**config.mk**
```make
export PLATFORM = sky130hd
export DESIGN_NAME = p405s_icu_dp_regqueue
export DESIGN_NICKNAME = d
export VERILOG_FILES = /design/src/rtl/p405s_icu_dp_regqueue.sv
export SDC_FILE = /design/constraint.sdc
export NUM_CORES = 1
export LEC_CHECK = 0
export BUFFER_PORTS_ARGS = -buffer_cell sky130_fd_sc_hd__buf_4
export CELL_PAD_IN_SITES_DETAIL_PLACEMENT = 1
export CELL_PAD_IN_SITES_GLOBAL_PLACEMENT = 2
export CORE_ASPECT_RATIO = 1.5
export CORE_UTILIZATION = 40
export DETAILED_ROUTE_END_ITERATION = 6
export PLACE_DENSITY_LB_ADDON = 0.1
export RECOVER_POWER = 25
export SYNTH_ARGS = -nofsm -noshare
export SYNTH_HDL_FRONTEND = slang
export SYNTH_SLANG_ARGS = --single-unit
```
**constraint.sdc**
```tcl
create_clock -name CB -period 1.82 [get_ports CB]
set_clock_uncertainty 0.1 [all_clocks]
set_input_delay 0.364 -clock CB [delete_from_list [all_inputs] [get_ports CB]]
set_output_delay 0.364 -clock CB [all_outputs]
set_load 0.02 [all_outputs]
```
**src/rtl/p405s_icu_dp_regqueue.sv**
```systemverilog
// First-word-fall-through circular register queue with a registered head
// word, global clock enable, synchronous flush and sticky over/underflow flags.
module p405s_icu_dp_regqueue #(
   parameter int WIDTH = 32,
   parameter int DEPTH = 4,
   parameter int CW    = 3
) (
   input  logic             CB,
   input  logic             resetN,
   input  logic             E1,
   input  logic [0:WIDTH-1] D,
   input  logic             wrEn,
   input  logic             rdEn,
   input  logic             flush,
   output logic [0:WIDTH-1] L2,
   output logic             valid,
   output logic             full,
   output logic [0:CW-1]    count,
   output logic             ovfl,
   output logic             unfl
);

   localparam int AW = $clog2(DEPTH);
   localparam logic [CW-1:0] DEPTH_C = CW'(DEPTH);

   logic [WIDTH-1:0] mem [DEPTH];
   logic [AW-1:0]    rd_ptr;
   logic [AW-1:0]    wr_ptr;
   logic [AW-1:0]    rd_nxt;
   logic [CW-1:0]    cnt;
   logic [CW-1:0]    cnt_nxt;
   logic             live;
   logic             pop;
   logic             push;
   logic             ovfl_hit;
   logic             unfl_hit;

   assign live     = E1 & ~flush;
   assign pop      = live & rdEn & valid;
   assign push     = live & wrEn & (~full | pop);
   assign ovfl_hit = live & wrEn & full & ~pop;
   assign unfl_hit = live & rdEn & ~valid;
   assign rd_nxt   = rd_ptr + AW'(1);
   assign count    = cnt;

   always_comb begin
      cnt_nxt = cnt;
      if (push && !pop)
         cnt_nxt = cnt + CW'(1);
      else if (pop && !push)
         cnt_nxt = cnt - CW'(1);
   end

   // Storage is deliberately unreset; L2 only ever loads written words.
   always_ff @(posedge CB) begin
      if (push)
         mem[wr_ptr] <= D;
   end

   always_ff @(posedge CB or negedge resetN) begin
      if (!resetN) begin
         rd_ptr <= '0;
         wr_ptr <= '0;
         cnt    <= '0;
         valid  <= 1'b0;
         full   <= 1'b0;
         ovfl   <= 1'b0;
         unfl   <= 1'b0;
         L2     <= '0;
      end else if (E1) begin
         if (flush) begin
            rd_ptr <= '0;
            wr_ptr <= '0;
            cnt    <= '0;
            valid  <= 1'b0;
            full   <= 1'b0;
            ovfl   <= 1'b0;
            unfl   <= 1'b0;
         end else begin
            if (push)
               wr_ptr <= wr_ptr + AW'(1);
            if (pop)
               rd_ptr <= rd_nxt;
            cnt   <= cnt_nxt;
            valid <= (cnt_nxt != '0);
            full  <= (cnt_nxt == DEPTH_C);
            ovfl  <= ovfl | ovfl_hit;
            unfl  <= unfl | unfl_hit;
            // Head comes from storage if another entry remains, else bypasses D.
            if (pop && (cnt > CW'(1)))
               L2 <= mem[rd_nxt];
            else if (push && ((cnt == '0) || pop))
               L2 <= D;
         end
      end
   end

endmodule
```
After elaboration in Yosys (flattened, before gate mapping). Memories as Yosys holds them, arrays and structs flattened. Index checks and enable logic that the tools add are counted. W data, S select, Z words.

Reduce and logical (&&, ||, !) cells: 15. Bitwise logic cells: 15. $add $sub $neg: 4. Mux-type cells: 15. Eq/ne operators: 1. Magnitude comparators: 1.

Operators with widths (count): $mux W32 (2); $mux W3 (3); $and A1 B1 Y1 (8); $mux W2 (4); $mux W1 (6); $reduce_bool A2 Y1 (3); $add A2 B1 Y2 const B (2); $logic_and A1 B1 Y1 (4); $not A1 Y1 (4); $reduce_and A2 Y1 (2); $add A3 B1 Y3 const B (1); $eq A3 B3 Y1 const B (1); $gt A3 B1 Y1 const B (1); $logic_not A3 Y1 (1); $or A1 B1 Y1 (3); $reduce_and A3 Y1 (1); $reduce_bool A3 Y1 (1); $sub A3 B1 Y3 const B (1); $logic_not A1 Y1 (2); $logic_or A1 B1 Y1 (1).

Input bits: 38. Output and inout bits: 39. Memories kept: 1. Word-level logic and storage cells: 60. RAM bits: 128. Register bits: 43.

Memory list: mem (depth 4, width 32, read ports 1, clocked after Yosys merged registers in 0, wr ports 1, RTL line 26) `logic [WIDTH-1:0] mem [DEPTH];`.

Logic depth before layout (Yosys ltp).
Depth in word-level cells: 12. Gate-level depth with buffers: 8.

Least setup slack after synthesis. OpenSTA, ideal clock, no wires.

Kind: register -> register. Start point: reg cnt[1] (netlist: count[1]). End point: reg L2[24] (netlist bit). Setup slack: -192 ps. Stages on the path, launching flop included: 8. Buffers on the path: 1. Period minus slack after synthesis: 2012 ps. Library setup time: 123 ps. Arrival: 1789 ps. Data required time: 1597 ps. Cells stage by stage: dfrtp_1 > inv_1 > ha_1 > inv_1 > o21ai_0 > nand3_2 > buf_6 > o221a_2.

Longest elaborated chain between the ends: 5. Elaborated cells on any way between the ends: 8. Classes of those cells: order compare (1); mux (1); reduce/logical (6).

RTL lines: start: declaration (RTL line 30) `logic [CW-1:0] cnt;`; start signal: assignment (RTL line 84) `cnt <= cnt_nxt;`; parallel branches: the longest is 5 deep, another holds $gt A3 B1 Y1; end signal: assignment (RTL line 91) `L2 <= mem[rd_nxt];`; end: declaration (RTL line 15) `output logic [0:WIDTH-1] L2,`.

Parallel ways; which one is timed is not known. A chain may end at the register's enable or synchronous reset.

Worst setup path in the final report.
Start point: reg cnt[0] (netlist: count[2]). End point: reg L2[2] (netlist bit).

The elaborated chain is that of the path after synthesis.

==> impl_metrics.csv <==
group,metric,value,unit
status,status,"finished with violations",
status,failed_checks,"setup timing",
global_route,overflow,0,
synth,syn-num-nets,404,
sta,slew_headroom,55.91,%
min_path,hp-start,"flush",
power_and_ir_drop,p_switching,3846,uW
final_layout,post-route-util,52.06,%
critical_path,crit_arrival,2.10,ns
critical_path,r2r-end,"L2[2]",
sta,hold_violations,0,
critical_path,path_cells,"inv_2 > ha_4 > inv_2 > o21ai_2 > buf_6 > nand2_4 > a21boi_4 > buf_12 > buf_12 > o221a_1",
power_and_ir_drop,seq_power_share,40.9,%
synth,ys.flop_type,"edfxtp_1",
synth,synthesis.area,6854,sq um
clocking,clockRootBuffer,"clkbuf_16",
critical_path,worst-endpoint-required,2.08,ns
sta,setup_violations,9,
detailed_routing,drt-total-wl,15.86,mm
floorplan,dieHeight,162.3,um
critical_path,timing_worst_setup_path_type,"reg2reg",
power_and_ir_drop,leakage,0.003065,uW
sta,fmax,544.3,MHz
global_route,antenna_found_initial,0,
detailed_routing,highest_layer,"met4",
detailed_routing,met3WireLength,639,um
sta,fin_ws,-0.01733,ns
sta,hold_ws,0.03783,ns
sta,fin_crit,1.837,ns
min_path,min_to,"rd_ptr[0]",
synth,synth.distinct_cells,39,
placement,finalWeightedCongestion,0.7732,
global_route,grt_pass1_wl,24.86,mm
min_path,hold_path_class,"in2reg",
floorplan,io_pins,77,
detailed_routing,firstDrtPassIters,4,
power_and_ir_drop,p_per_area,1436,nW/um^2
synth,synth_top_area_cell,"edfxtp_1",
synth,postSynthCellCount,358,
clocking,cts_sinks,171,
placement,hpwl,9.868,mm
critical_path,rrSetupSlack,-0.02,ns
synth,synth_top_area_share,56.08,%
floorplan,num_rows,58,
clocking,cts_htree_levels,4,
clocking,clk-insertion-delay-late,0.43,ns
critical_path,worstReg2RegStart,"count[2]",
power_and_ir_drop,sw_frac_of_total,30.69,%
power_and_ir_drop,pwr-share-comb,30.0,%
critical_path,start_kind,"flip-flop",
sta,rsz0062_at_grt,"true",
synth,avgSynthCellArea,19.15,sq um
floorplan,core,16760,sq um
final_layout,nFillCells,1551,
final_layout,syn_to_final_growth,27.33,%
clocking,clk_pin_slew,0.07,ns
critical_path,crit_fanout,8,
final_layout,multi_input_area,1826,sq um
global_route,grtUsageTotal,19.83,%
sta,worst_pin_slew,0.6613,ns
detailed_routing,wl_met2,8.397,mm
synth,netlist_top_cells_area,"edfxtp_1 56%, dfrtp_1 16%, mux4_2 11%, o221a_1 4.6%, or2_1 2.5%",
placement,numPortBuffers,76,
synth,yosysWarnings,0,
final_layout,diodes,0,
min_path,holdPathStages,2,
power_and_ir_drop,total_power,12530,uW
power_and_ir_drop,ir_drop,0.0007511,V
detailed_routing,vias,3843,
clocking,clock_path_buffers,2,
global_route,grt_start_max_net_pins,44,
critical_path,cp_slowest_cell,"dfrtp_2",
job,cap_violations,0,
detailed_routing,vias_per_cell,5.451,
synth,ys_seq_area_share,71.78,%
detailed_routing,drtAntennaViolNets,0,
final_layout,regArea,4926,sq um
detailed_routing,wire_per_inst,22.50,um
sta,drv_slew,0,
final_layout,drive_above_1_share,40.00,%
critical_path,slowest_delay,0.44,ns
critical_path,cp_num_buf_inv,5,
critical_path,path_delay_family,"buffers and inverters",
power_and_ir_drop,internal-power,8685,uW
synth,synth-async-reset-ratio,25.15,%
sta,timing.final.crit_share,101.0,%
clocking,cts_buffers,17,
critical_path,reg2regPathDepth,10,
final_layout,nNetsFinal,528,
critical_path,crit_path_end_kind,"flip-flop",
floorplan,start_util,40.89,%
global_route,grt_pass1_vias,4270,
floorplan,die_x,108.9,um
clocking,cts_tree,"done",
floorplan,dieArea,17670,sq um
synth,synth_edf_count,128,
synth,ys_seq_elements,171,
detailed_routing,route.detailed.drc,0,
detailed_routing,met1_length,6.609,mm
power_and_ir_drop,power_frac_clock,29.0,%
detailed_routing,drtIter0Drc,136,
power by group through the flow:
stage | Clock, uW | Sequential, uW | Combinational [uW]
floorplan | 0 | 5580 | 1680
finish | 3640 | 5130 | 3770
CTS | 3720 | 5130 | 3810
global placement | 0 | 5170 | 3540
global route | 3860 | 5200 | 4060
detailed placement | 0 | 5190 | 3590
worst max path at each step:
stage,start,end,cells after the start
2_1_floorplan,valid,mem[0][0],3
3_3_place_gp,count[2],L2[24],6
4_1_cts,count[1],L2[2],6
5_1_grt,count[1],L2[24],7
3_5_place_dp,flush,L2[21],7
6_report,count[2],L2[2],10
cell type report:
cell class                 instances  area share [%]
inverter                          10          0.4588
timing repair buffer             123           12.34
clock buffer                      17           4.875
multi-input combinational        159           20.92
clock inverter                    15           1.950
sequential                       171           56.44
tap                              210           3.011
cell families (layout without fill, tap and decap cells):
group / after synthesis / count (layout) / synth area share [%]
compound gates: 61 / 61 / 8.251
xor+xnor: 2 / 2 / 0.2556
mux: 32 / 32 / 10.51
flops: 171 / 171 / 71.78
simple gates: 56 / 56 / 5.184
buf+inv: 28 / 165 / 2.556
fa+ha+maj: 8 / 8 / 1.460
flip-flops by register name (all words and copies together), names as in the netlist:
signal and count:
rd_ptr 2, ovfl 1, full 1, mem 128, valid 1, wr_ptr 2, count 3, L2 32
unfl 1
cells in the mapped netlist (all sizes together) (3+ instances only):
master	instances
a21oi	8
and2	4
buf	14
clkbuf	4
dfrtp	43
edfxtp	128
ha	8
inv	10
mux4	32
nand2	6
nand3	3
nor2	5
o21ai	7
o221a	32
o22ai	4
or2	32
layer usage:
layer	GRT usage, %	vias to the layer above
met5	0	-
met4	6.572	0
met3	4.535	16
met2	33.70	95
met1	24.69	2034
li1	-	1698
placed cells by master (no fill, tap or decap), types with 3 or more instances in the layout:
cell       instances
a21oi_1            7
and2_2             4
buf_12            12
buf_4             78
buf_6              6
clkbuf_1          23
clkbuf_16         17
clkinv_4           4
dfrtp_1           38
dfrtp_2            5
edfxtp_1         128
ha_1               6
inv_1              7
inv_6              5
inv_8              4
mux4_2            32
nand2_1            4
nor2_1             3
o21ai_0            6
o221a_1           28
o221a_2            3
o22ai_1            4
or2_1             27
or2_2              4
through the flow:
step,TNS (ns),setup slack [ns],cell area [sq um],std cells
4_1_cts,-0.3676,-0.03409,8781,703
6_report,-0.06958,-0.01733,8727,705
3_5_place_dp,-8.915,-0.1168,7953,661
5_1_grt,-2.478,-0.1063,8727,705
3_3_place_gp,-6.899,-0.09132,7953,661
2_1_floorplan,-15.73,-0.1222,6862,358
timing repair:
item,4_1_cts,5_1_grt
gates resized for setup,18,7
pin swaps,15,12
buffers inserted,5,2
hold buffers,1,0
cloned,4,0
setup endpoints to repair,32,33
hold endpoints to repair,43,0
No activity file was read; power rests on OpenSTA's default activity.
